--- src/rtl/lfsr_delay_ctrl.sv ---
// lfsr_delay_ctrl: samples an external LFSR, clamps it to a ms delay, fires once per request.
// Optional macro LFSR_FREERUN_EN keeps lfsr_en high in every state.
module lfsr_delay_ctrl #(
  parameter int WIDTH     = 14,
  parameter int MIN_DELAY = 250,
  parameter int MAX_DELAY = 4000
) (
  input  logic             clk,
  input  logic             rst,
  input  logic             start,
  input  logic             abort,
  input  logic             tick_ms,
  input  logic [WIDTH-1:0] lfsr_in,
  output logic             lfsr_en,
  output logic             busy,
  output logic             fire,
  output logic             done,
  output logic [WIDTH-1:0] delay_out
);

  localparam logic [WIDTH-1:0] MIN_V = WIDTH'(MIN_DELAY);
  localparam logic [WIDTH-1:0] MAX_V = WIDTH'(MAX_DELAY);

  typedef enum logic [2:0] {
    S_IDLE,
    S_SAMPLE,
    S_LOAD,
    S_WAIT,
    S_FIRE,
    S_DONE
  } state_e;

  state_e           state_q, state_d;
  logic [WIDTH-1:0] count_q, count_d;
  logic [WIDTH-1:0] delay_q, delay_d;
  logic [WIDTH-1:0] clamped;
  logic [WIDTH-1:0] count_inc;

  always_ff @(posedge clk) begin
    if (rst) begin
      state_q <= S_IDLE;
      count_q <= '0;
      delay_q <= '0;
    end else begin
      state_q <= state_d;
      count_q <= count_d;
      delay_q <= delay_d;
    end
  end

  always_comb begin
    clamped = lfsr_in;
    if (lfsr_in < MIN_V) clamped = MIN_V;
    else if (lfsr_in > MAX_V) clamped = MAX_V;
  end

  assign count_inc = count_q + WIDTH'(1);

  always_comb begin
    state_d = state_q;
    count_d = count_q;
    delay_d = delay_q;
    unique case (state_q)
      S_IDLE: begin
        if (start) state_d = S_SAMPLE;
      end
      S_SAMPLE: begin
        state_d = abort ? S_IDLE : S_LOAD;
      end
      S_LOAD: begin
        if (abort) begin
          state_d = S_IDLE;
        end else begin
          delay_d = clamped;
          count_d = '0;
          state_d = S_WAIT;
        end
      end
      S_WAIT: begin
        // abort beats a terminal tick on the same cycle
        if (abort) begin
          state_d = S_IDLE;
        end else if (tick_ms) begin
          count_d = count_inc;
          if (count_inc == delay_q) state_d = S_FIRE;
        end
      end
      S_FIRE: begin
        state_d = S_DONE;
      end
      S_DONE: begin
        if (!start) state_d = S_IDLE;
      end
      default: begin
        state_d = S_IDLE;
      end
    endcase
  end

  assign fire      = (state_q == S_FIRE);
  assign done      = (state_q == S_DONE);
  assign busy      = (state_q == S_SAMPLE) || (state_q == S_LOAD) ||
                     (state_q == S_WAIT)   || (state_q == S_FIRE);
  assign delay_out = delay_q;

`ifdef LFSR_FREERUN_EN
  assign lfsr_en = 1'b1;
`else
  assign lfsr_en = (state_q == S_SAMPLE);
`endif

endmodule

--- config.mk ---
export PLATFORM = sky130hd
export DESIGN_NAME = lfsr_delay_ctrl
export DESIGN_NICKNAME = d
export VERILOG_FILES = /design/src/rtl/lfsr_delay_ctrl.sv
export SDC_FILE = /design/constraint.sdc
export NUM_CORES = 1
export LEC_CHECK = 0
export BUFFER_PORTS_ARGS = -buffer_cell sky130_fd_sc_hd__clkbuf_2
export CAP_MARGIN = 25
export CELL_PAD_IN_SITES_DETAIL_PLACEMENT = 1
export CELL_PAD_IN_SITES_GLOBAL_PLACEMENT = 2
export CORE_UTILIZATION = 33
export DETAILED_ROUTE_END_ITERATION = 6
export GPL_ROUTABILITY_DRIVEN = 0
export PLACE_DENSITY = 0.89
export REMOVE_ABC_BUFFERS = 1
export SLEW_MARGIN = 40
export SYNTH_ARGS = -nofsm -noshare
export SYNTH_HDL_FRONTEND = slang
export SYNTH_SLANG_ARGS = --single-unit
--- constraint.sdc ---
create_clock -name clk -period 3.5 [get_ports clk]
set_input_delay 0.175 -clock clk [delete_from_list [all_inputs] [get_ports clk]]
set_output_delay 0.175 -clock clk [all_outputs]
set_load 0.02 [all_outputs]
# --- After elaboration in Yosys (flattened, before gate mapping) ---
# Index checks and enable logic that the tools add are counted.
word_totals:
  register_bits: 31
  input_bits: 19
  output_inout_bits: 18
op_classes:
  n_reduce_logical: 8
  n_eq_ne: 13
  addsub: 1
  muxes: 14
  order_cmp: 2
  bitwise: 1
ops:
  columns: ["cell", "n"]
  rows:
  - ["14-bit 2-to-1 mux", 5]
  - ["14-bit case mux with 2 select lines", 1]
  - ["3-bit case mux with 6 select lines", 1]
  - ["3-bit 2-to-1 mux", 5]
  - ["14-bit by 1-bit adder with 14-bit output, second input constant", 1]
  - ["14-bit == test", 1]
  - ["14-bit by 12-bit > comparator with 1-bit output, second input constant", 1]
  - ["14-bit by 8-bit less-than comparator with 1-bit output, second input constant", 1]
  - ["2-bit inequality test, second input constant", 5]
  - ["4-bit AND reduction", 2]
  - ["3-bit by 2-bit == test with 1-bit output, second input constant", 2]
  - ["3-bit == test, second input constant", 2]
  - ["3-bit inequality test, second input constant", 2]
  - ["2-bit 2-to-1 mux", 2]
  - ["3-bit by 1-bit == test with 1-bit output, second input constant", 1]
  - ["3-bit zero test", 1]
  - ["1-bit logical OR", 3]
  - ["2-bit AND reduction", 1]
  - ["2-bit nonzero test", 1]
  - ["1-bit inverter", 1]

# --- Longest topological paths before layout ---
# Gate-level depths: netlist of run 1.
depth:
  word_depth: 6
  depth_mapped: 7

# --- Worst setup path before layout of run 1 ---
# OpenSTA, ideal clock, no wires.
synth_timing:
  path_type: "reg2reg"
  start: "reg count_q[0]"
  end: "reg state_q[0]"
  setup_ns: 0.120
  setup_slack_ns: 1.419
  stages_incl_launch_ff: 8
  t_arrival_ns: 1.961
  n_path_buf: 0
  required_time_ns: 3.380
  path_cell_list: "dfxtp_1 ha_1 and4_1 nand3_1 a32o_1 a2111oi_2 nand4_1 o31a_1"
synth_between:
  elab_chain_len: 4
synth_rtl:
  columns: ["item", "line", "rtl"]
  rows:
  - ["start, declared", "34", "logic [WIDTH-1:0] count_q, count_d;"]
  - ["start signal, assigned", "46", "count_q <= count_d;"]
  - ["14-bit by 1-bit adder with 14-bit output", "57", "assign count_inc = count_q + WIDTH'(1);"]
  - ["14-bit == test", "85", "if (count_inc == delay_q) state_d = S_FIRE;"]
  - ["3-bit inequality test (no line)", null, null]
  - ["4-bit AND reduction (no line)", null, null]
  - ["end signal, assigned", "45", "state_q <= state_d;"]
  - ["end, declared", "33", "state_e state_q, state_d;"]
# No other way between the ends.
# A chain may end at the register's enable or synchronous reset.

# --- Worst setup path in the final report of run 1 ---
# Same ends and word-level chain as after synthesis.

==> run metrics, run 1 <==
startpoint types=flop; async set-reset flop share out of synthesis=0; Flop pwr share=0.513; die area=6090 um2; Post-Place Setup Slack=1.10 ns; GRT Util Overall=0.194; Core Box Area=5540 um2; Synth Warn #=0; FMAX=0.415 GHz; Post-synth EDFFs=0; Max Slew Vio Count=0; Rel. slew slack=0.564; VDD IR max=165 uV; final setup skew=0.00507 ns; largest fanout on the critical path=7; Worst-path clk slew=0.07 ns; share of total power in the clock network=0.392; HP Class=in2reg; CTS Hold Buffers Added=0; layout cell share with drive strength beyond 1=0.184; RSZ-0062 raised after global routing=false; wire length per cell=15.5 um; DRT Pass-1 Iters=4; post-CTS resize count=0; CTS tree=done; synthesized instance count=250; worst slew pin tran=0.654 ns; Non-Filler Instances=355; I/O pin total=37; nets@finish=302; Sink Count=31; Initial Util=0.344; Cell Area, Synth=1910 um2; Synth top area share=0.325; switch share=0.265; register area=621 um2; CP required=3.68 ns; DRC errors left=0; endpoints failing setup=0; leakage power=0.852 nW; final worst-path cycle share=0.689; PD cells=319 nW/um2; htree depth=2; via count=1998; #FFs+latches synth=31; status=finished clean; worst skew pair latency=0.29 ns; worst hold slack=0.136 ns; Comb power frac=0.095; Hold Vio Cnt, Final=0; Util after Layout=0.402; # Max-Cap Violations=0; diodes inserted=0; Worst Path Class, Setup=reg2reg; cts bufs inserted=5; crit end category=flop; vias in the first global route=1917; Site Rows=27; Distinct cells, synth=43; worst endpoint data arrival time=2.59 ns; Final Critical Period=2.41 ns; Overflow after GRT=0; Via density=5.63; largest net degree at the start of global routing=31; first-pass GRT wire length=9.32 mm; Die Span Y=78.0 um; Yosys top cell by area=dfxtp_1; post-CTS setup buffers=0; dpl hpwl=4.09 mm; Pint=0.000522 W; initial antenna violation count=0; register area share after synthesis=0.325; filler cell count=725; Avg Cell Area, Syn=7.63 um2; Area contributors post-synth=dfxtp_1 (33%), nor2_1 (7.1%), a21oi_1 (5.5%), xnor2_1 (4.6%), nor3_1 (3.7%); Layout area overhead=16.7%; Sw Pwr=0.000188 W; setup TNS=0 ns; Multi-input gate area=1210 um2; Post-synth top flop=dfxtp_1; Port Buffer Count=36; post-route antenna net violation count=0; CTS Buffer Depth=2; final setup margin=1.09 ns; die width=78.0 um; dpl cells=347; drt total wl=5.49 mm; clk root buf=clkbuf_8; Iteration-0 DRC Markers=146
state kept, by name, summed over array words and instances, names as in the netlist:
signal and flops:
count_q 14, delay_out 14, state_q 3
cells in the final DEF, fill, tap and decap left out, types with 2 or more instances in the layout:
cell type / Yosys / final
nand2b_1: 3 / 3
a211oi_1: 7 / 7
nand2_1: 11 / 11
nor3_1: 14 / 14
nor4_1: 10 / 10
dfxtp_1: 31 / 31
clkbuf_8: 0 / 5
and3_1: 3 / 3
nand4_1: 8 / 8
and4_1: 4 / 4
a31oi_1: 3 / 3
nor2b_1: 2 / 2
a2111oi_2: 2 / 2
nand3b_1: 3 / 3
o21ai_0: 11 / 11
or3_1: 4 / 4
xor2_1: 7 / 7
clkbuf_2: 0 / 36
a21oi_1: 21 / 21
and2_1: 4 / 4
nor2_1: 36 / 36
buf_4: 0 / 3
nand3_1: 10 / 10
xnor2_1: 10 / 10
inv_1: 5 / 5
a22oi_1: 3 / 3
a21o_1: 6 / 6
or4_1: 3 / 3
cell usage after synthesis, types with 2 or more instances:
cell type	n
a2111oi_2	2
a211oi_1	7
a21o_1	6
a21oi_1	21
a22oi_1	3
a31oi_1	3
and2_1	4
and3_1	3
and4_1	4
buf_2	5
clkbuf_1	8
dfxtp_1	31
inv_1	5
nand2_1	11
nand2b_1	3
nand3_1	10
nand3b_1	3
nand4_1	8
nor2_1	36
nor2b_1	2
nor3_1	14
nor4_1	10
o21ai_0	11
or3_1	4
or4_1	3
xnor2_1	10
xor2_1	7
metal layers:
| layer | wire (um) | track usage | vias to the layer above | share of wire |
|---|---|---|---|---|
| met5 | 0 | 0 | - | 0 |
| met4 | 82 | 0.0722 | 0 | 0.015 |
| met3 | 176 | 0.0314 | 8 | 0.032 |
| met2 | 2570 | 0.318 | 35 | 0.47 |
| met1 | 2670 | 0.255 | 966 | 0.49 |
| li1 | - | - | 989 | - |
cells by family (layout without fill, tap and decap cells):
group,Yosys count,in the layout,synth area share
and+or+nand+nor,120,120,0.336
AOI/OAI and AO/OA,62,62,0.213
DFF,31,31,0.325
buffers and inverters,19,52,0.0407
xor gates and xnor gates,17,17,0.0780
adders and majority gates,1,1,0.00656
path summary, 6_finish.rpt:
path	startpoint	to	slack, ns	depth (start not counted)
max	count_q[0]	state_q[0]	1.09	7
min	lfsr_in[7]	delay_out[7]	0.14	3
max reg2reg	count_q[0]	state_q[0]	1.09	7
min reg2reg	delay_out[12]	delay_out[12]	0.53	1
area by class of cell:
| class | count | share of cell area |
|---|---|---|
| clock buffers | 6 | 0.0326 |
| clock inverters | 2 | 0.00562 |
| inverters | 5 | 0.00843 |
| multi-input cells | 200 | 0.543 |
| flip-flops and latches | 31 | 0.279 |
| well taps | 72 | 0.0404 |
| repair buffers | 39 | 0.0910 |
critical path, stage by stage (launching register included):
cell       delay, ns
dfxtp_1         0.45
ha_1            0.32
and4_1          0.32
nand3_1         0.15
a32o_1          0.26
a2111oi_2       0.30
nand4_1         0.21
o31a_1          0.27
stage by stage:
step | total power [W] | instance area (um2)
6_report | 0.000710 | 2230
5_1_grt | 0.000746 | 2230
4_1_cts | 0.000718 | 2230
3_5_place_dp | 0.000441 | 2140
3_3_place_gp | 0.000440 | 2140
2_1_floorplan | 0.000405 | 1850
power by group through the flow:
stage          sequential, W  clock, W  combinational (W)
2_1_floorplan       0.000374         0          0.0000311
3_3_place_gp        0.000372         0          0.0000677
3_5_place_dp        0.000372         0          0.0000682
4_1_cts             0.000364  0.000285          0.0000684
5_1_grt             0.000365  0.000305          0.0000756
6_report            0.000364  0.000278          0.0000677
No activity file was read; power rests on OpenSTA's default activity.
==> run 2, diff against run 1 <==
--- a/config.mk
+++ b/config.mk
@@ -9,10 +9,10 @@
 export CAP_MARGIN = 25
 export CELL_PAD_IN_SITES_DETAIL_PLACEMENT = 1
 export CELL_PAD_IN_SITES_GLOBAL_PLACEMENT = 2
-export CORE_UTILIZATION = 33
+export CORE_UTILIZATION = 28
 export DETAILED_ROUTE_END_ITERATION = 6
 export GPL_ROUTABILITY_DRIVEN = 0
-export PLACE_DENSITY = 0.89
+export PLACE_DENSITY = 0.81
 export REMOVE_ABC_BUFFERS = 1
 export SLEW_MARGIN = 40
 export SYNTH_ARGS = -nofsm -noshare
==> constraint.sdc (replaced) <==
create_clock -name clk -period 2 [get_ports clk]
set_input_delay 0.1 -clock clk [delete_from_list [all_inputs] [get_ports clk]]
set_output_delay 0.1 -clock clk [all_outputs]
set_load 0.02 [all_outputs]
==> run metrics, run 2 (synthesis gave the netlist of run 1 again) <==
DRT Pass-1 Iters=4 (unchanged); failing checks=setup timing; Final Critical Period=2.07 ns (-0.342 ns); final setup margin=-0.0686 ns (-1.16 ns); Core Box Area=6460 um2 (+17%); Worst-path clk slew=0.07 ns (about the same); die width=84.6 um (+8.3%); CP required=2.18 ns (-1.50 ns); RSZ-0062 raised after global routing=true; status=finished, violations left; first-pass GRT wire length=11.0 mm (+18%); worst skew pair latency=0.29 ns (about the same); hold_sp=lfsr_in[5]; largest net degree at the start of global routing=19 (-39%); clk root buf=clkbuf_8; worst hold slack=0.0703 ns (-0.0655 ns); reg2reg setup slack=-0.07 ns (-1.16 ns); Post-Place Setup Slack=-0.189 ns (-1.29 ns); register area=636 um2 (+2.4%); post-route cell area=2640 um2 (+18%); CP Buf/Inv Count=0 (unchanged); # Max-Cap Violations=0 (unchanged); VDD IR max=232 uV (+41%); R2R depth=6 (-1); Via density=5.35 (-5.0%); final worst-path cycle share=1.03 (+0.345); reg2reg end=state_q[0]; HP Class=in2reg; PD cells=478 nW/um2 (+50%); via count=2123 (+6.3%); Sink Count=31 (unchanged); Initial Util=0.295 (-0.0490); DRC errors left=0 (unchanged); final setup skew=0.00325 ns (-0.00182 ns); diodes inserted=0 (unchanged); wire length per cell=16.7 um (+7.9%); Min-Delay Endpoint=delay_out[5]; filler cell count=828 (+14%); dpl hpwl=4.87 mm (+19%); WHS Path Cells=3 (unchanged); Util after Layout=0.409 (+0.00658); worst slew pin tran=0.486 ns (-0.167 ns); post-route antenna net violation count=0 (unchanged); vias in the first global route=2192 (+14%); Worst path max stage delay=0.35 ns (-0.10 ns); endpoints failing setup=3 (+3); reg2reg start=count_q[12]; Die Span Y=84.6 um (+8.3%); largest fanout on the critical path=3 (-4); most frequent cells in the layout=buf_4 (39), nor2_1 (36), clkbuf_2 (36), a21oi_1 (21), dfxtp_1 (21); startpoint types=flop; Site Rows=29 (+7.4%); Final Power=0.00126 W (+78%); worst endpoint data arrival time=2.25 ns (-0.34 ns); CTS tree=done; layout cell share with drive strength beyond 1=0.347 (+0.163); CTS Buffer Depth=2 (unchanged); Overflow after GRT=0 (unchanged); htree depth=2 (unchanged); delay-heaviest family, CP=compound AO/OA/AOI/OAI gates; die area=7150 um2 (+17%); Multi-input gate area=1320 um2 (+9.0%); FMAX=0.483 GHz (+17%); Layout area overhead=38.3%; Max Slew Vio Count=0 (unchanged); Worst Path Class, Setup=reg2reg; Hold Vio Cnt, Final=0 (unchanged); placed cell area=2400 um2 (+12%); drt total wl=6.63 mm (+21%); crit-path cells=nand4_4 > or3_1 > a32o_2 > a2111oi_4 > nand4_1 > o31a_1; cts bufs inserted=5 (unchanged); Rel. slew slack=0.674 (+0.110); I/O pin total=37 (unchanged); leakage power=1.06 nW (+25%); Port Buffer Count=36 (unchanged); nets@finish=339 (+12%); Iteration-0 DRC Markers=94 (-36%); GRT Util Overall=0.197 (+0.00267); commonest non-fill, non-tap cell in the layout=buf_4; initial antenna violation count=0 (unchanged); CP max-delay cell=dfxtp_2; crit end category=flop
## run 2: changes by cell type in the layout (fill, tap and decap cells not counted), sizes merged
| cell | before | now |
|---|---|---|
| buf | 3 | 40 |
## run 2: layer usage
layer	GRT usage	share of wire	up-vias
met5	0	0	-
li1	-	-	1054
met4	0.0632	0.020	0
met1	0.255	0.47	1011
met2	0.320	0.48	45
met3	0.0501	0.038	13
## run 2: worst min-delay path, cell delays in order
cell and delay (ns):
clkbuf_2 0.10, inv_1 0.05, a211oi_1 0.05
## run 2: area by class of cell
cell class                      instances  share of cell area
Clock inverter                          2             0.00474
Multi-Input combinational cell        200               0.500
Sequential cell                        31               0.241
Inverter                                5             0.00711
Clock buffer                            6              0.0275
Timing Repair Buffer                   76               0.183
Tap cell                               77              0.0365
## run 2: worst max path at each step
stage / startpoint / endpoint / slack (ns) / cells after the start
after floorplan: count_q[0] / state_q[0] / -0.09 / 7
after global placement: count_q[0] / state_q[0] / -0.11 / 8
after detailed placement: count_q[0] / state_q[0] / -0.19 / 8
after CTS: count_q[12] / state_q[0] / -0.06 / 6
after global routing: count_q[5] / state_q[0] / -0.16 / 7
final: count_q[12] / state_q[0] / -0.07 / 6
## run 2: timing repair
action	4_1_cts	5_1_grt
endpoints found under the setup margin	3	4
gates resized for setup	21	10
endpoints found under the hold margin	0	0
buffers inserted	0	4
pin swaps	4	5
hold buffers	0	0
## run 2: power by group
group	internal [W]	switching, W
Clock	0.000243	0.000250
Sequential	0.000623	0.00000872
Combinational	0.0000530	0.0000836
Total	0.000919	0.000342
## run 2: through the flow
step / TNS (ns) / cells
floorplan: -0.128 / 236
detailed placement: -0.405 / 385
global placement: -0.172 / 385
global route: -0.395 / 397
finish: -0.130 / 397
CTS: -0.0575 / 393
==> run 3, diff against run 2 <==
--- a/config.mk
+++ b/config.mk
@@ -9,10 +9,10 @@
 export CAP_MARGIN = 25
 export CELL_PAD_IN_SITES_DETAIL_PLACEMENT = 1
 export CELL_PAD_IN_SITES_GLOBAL_PLACEMENT = 2
-export CORE_UTILIZATION = 28
+export CORE_UTILIZATION = 33
 export DETAILED_ROUTE_END_ITERATION = 6
 export GPL_ROUTABILITY_DRIVEN = 0
-export PLACE_DENSITY = 0.81
+export PLACE_DENSITY = 0.89
 export REMOVE_ABC_BUFFERS = 1
 export SLEW_MARGIN = 40
 export SYNTH_ARGS = -nofsm -noshare
==> constraint.sdc (replaced) <==
create_clock -name clk -period 2.5 [get_ports clk]
set_input_delay 0.125 -clock clk [delete_from_list [all_inputs] [get_ports clk]]
set_output_delay 0.125 -clock clk [all_outputs]
set_load 0.02 [all_outputs]
==> run metrics, run 3 (synthesis gave the netlist of run 1 again) <==
Worst Path Class, Setup=reg2reg; reg2reg setup slack=0.20 ns (+0.27 ns); RSZ-0062 raised after global routing=false; CP Buf/Inv Count=0 (unchanged); DRT Pass-1 Iters=4 (unchanged); crit-path cells=ha_2 > and4_1 > nand3_1 > a32o_1 > a2111oi_2 > nand4_1 > o31a_1; setup TNS=0 ns (+0.130 ns); Worst path max stage delay=0.39 ns (+0.04 ns); Via density=5.58 (+4.3%); first-pass GRT wire length=9.31 mm (-15%); VDD IR max=206 uV (-11%); Overflow after GRT=0 (unchanged); Port Buffer Count=36 (unchanged); Core Box Area=5540 um2 (-14%); dpl cells=349 (-9.4%); htree depth=2 (unchanged); dpl hpwl=4.21 mm (-14%); endpoints failing setup=0 (-3); Die Span Y=78.0 um (-7.7%); post-route antenna net violation count=0 (unchanged); Layout area overhead=18.0%; CTS Buffer Depth=2 (unchanged); Iteration-0 DRC Markers=132 (+40%); CTS Hold Buffers Added=0 (unchanged); reg2reg start=count_q[1]; I/O pin total=37 (unchanged); CTS tree=done; vias in the first global route=1880 (-14%); reg2reg end=state_q[0]; nets@finish=304 (-10%); wire length per cell=15.5 um (-6.9%); initial antenna violation count=0 (unchanged); PD cells=442 nW/um2 (-7.6%); R2R depth=7 (+1); WHS Path Cells=3 (unchanged); layout cell share with drive strength beyond 1=0.200 (-0.147); post-CTS setup buffers=0 (unchanged); die width=78.0 um (-7.7%); FMAX=0.435 GHz (-10%); startpoint types=flop; Initial Util=0.344 (+0.0490); HP Class=in2reg; Crit path depth=7 (+1); DRC errors left=0 (unchanged); CP max-delay cell=dfxtp_1; Sink Count=31 (unchanged); CP Launch Point=count_q[1]; most frequent cells in the layout=nor2_1 (36), clkbuf_2 (36), dfxtp_1 (30), a21oi_1 (21), nor3_1 (14); # Max-Cap Violations=0 (unchanged); Worst-path clk slew=0.07 ns (about the same); via count=1991 (-6.2%); final worst-path cycle share=0.920 (-0.114); Site Rows=27 (-6.9%); GRT Util Overall=0.192 (-0.00481); drt total wl=5.55 mm (-16%); die area=6090 um2 (-15%); Min-Delay Endpoint=delay_out[7]; crit end category=flop; largest fanout on the critical path=7 (+4); clk root buf=clkbuf_8; worst hold slack=0.0930 ns (+0.0227 ns); diodes inserted=0 (unchanged); Non-Filler Instances=357 (-10%); largest net degree at the start of global routing=31 (+12); Util after Layout=0.407 (-0.00206); worst skew pair latency=0.28 ns (about the same); post-CTS resize count=0 (-100%); worst endpoint data arrival time=2.47 ns (+0.22 ns); delay-heaviest family, CP=compound AO/OA/AOI/OAI gates; Final Critical Period=2.30 ns (+0.232 ns); cts bufs inserted=5 (unchanged); final setup skew=0.00521 ns (+0.00196 ns); worst slew pin tran=0.653 ns (+0.167 ns); status=finished clean; CP required=2.67 ns (+0.49 ns); Hold Vio Cnt, Final=0 (unchanged); hold_sp=lfsr_in[7]; leakage power=0.860 nW (-19%); Rel. slew slack=0.565 (-0.109); Max Slew Vio Count=0 (unchanged)
run 3: changes by cell type in the layout (fill, tap and decap cells not counted), sizes merged:
cell / delta
buf: -35
run 3: area by class of cell:
type / instances / area (um2)
fillers: 716 / 3290
multi-input cells: 200 / 1220
flip-flops and latches: 31 / 622
repair buffers: 41 / 218
well taps: 72 / 90.1
clock buffers: 6 / 72.6
inverters: 5 / 18.8
clock inverters: 2 / 12.5
run 3: how the worst max path moves through the flow:
| stage | to |
|---|---|
| 2_1_floorplan | state_q[0] |
| 3_3_place_gp | state_q[0] |
| 3_5_place_dp | state_q[0] |
| 4_1_cts | state_q[0] |
| 5_1_grt | state_q[0] |
| 6_report | state_q[0] |
run 3: report_power, final:
| part | internal, W | switching, W |
|---|---|---|
| Sequential | 0.000500 | 0.0000106 |
| Combinational | 0.0000367 | 0.0000590 |
| Clock | 0.000194 | 0.000194 |
run 3: worst reg2reg max path: stages, from the launching register on:
cell,delay (ns)
dfxtp_1,0.39
ha_2,0.27
and4_1,0.32
nand3_1,0.16
a32o_1,0.25
a2111oi_2,0.31
nand4_1,0.21
o31a_1,0.28
run 3: routing by layer:
layer / routed length [um] / vias up / track usage
li1: - / 992 / -
met1: 2580 / 956 / 0.245
met2: 2740 / 36 / 0.333
met3: 174 / 7 / 0.0372
met4: 58 / 0 / 0.0426
met5: 0 / - / 0
run 3: through the flow:
| stage | total power, W | worst slack [ns] | area, um2 |
|---|---|---|---|
| finish | 0.000995 | 0.200 | 2250 |
| global route | 0.00104 | 0.0750 | 2250 |
| CTS | 0.00100 | 0.0748 | 2240 |
| detailed placement | 0.000618 | 0.0806 | 2160 |
| global placement | 0.000616 | 0.187 | 2160 |
| floorplan | 0.000567 | 0.409 | 1850 |
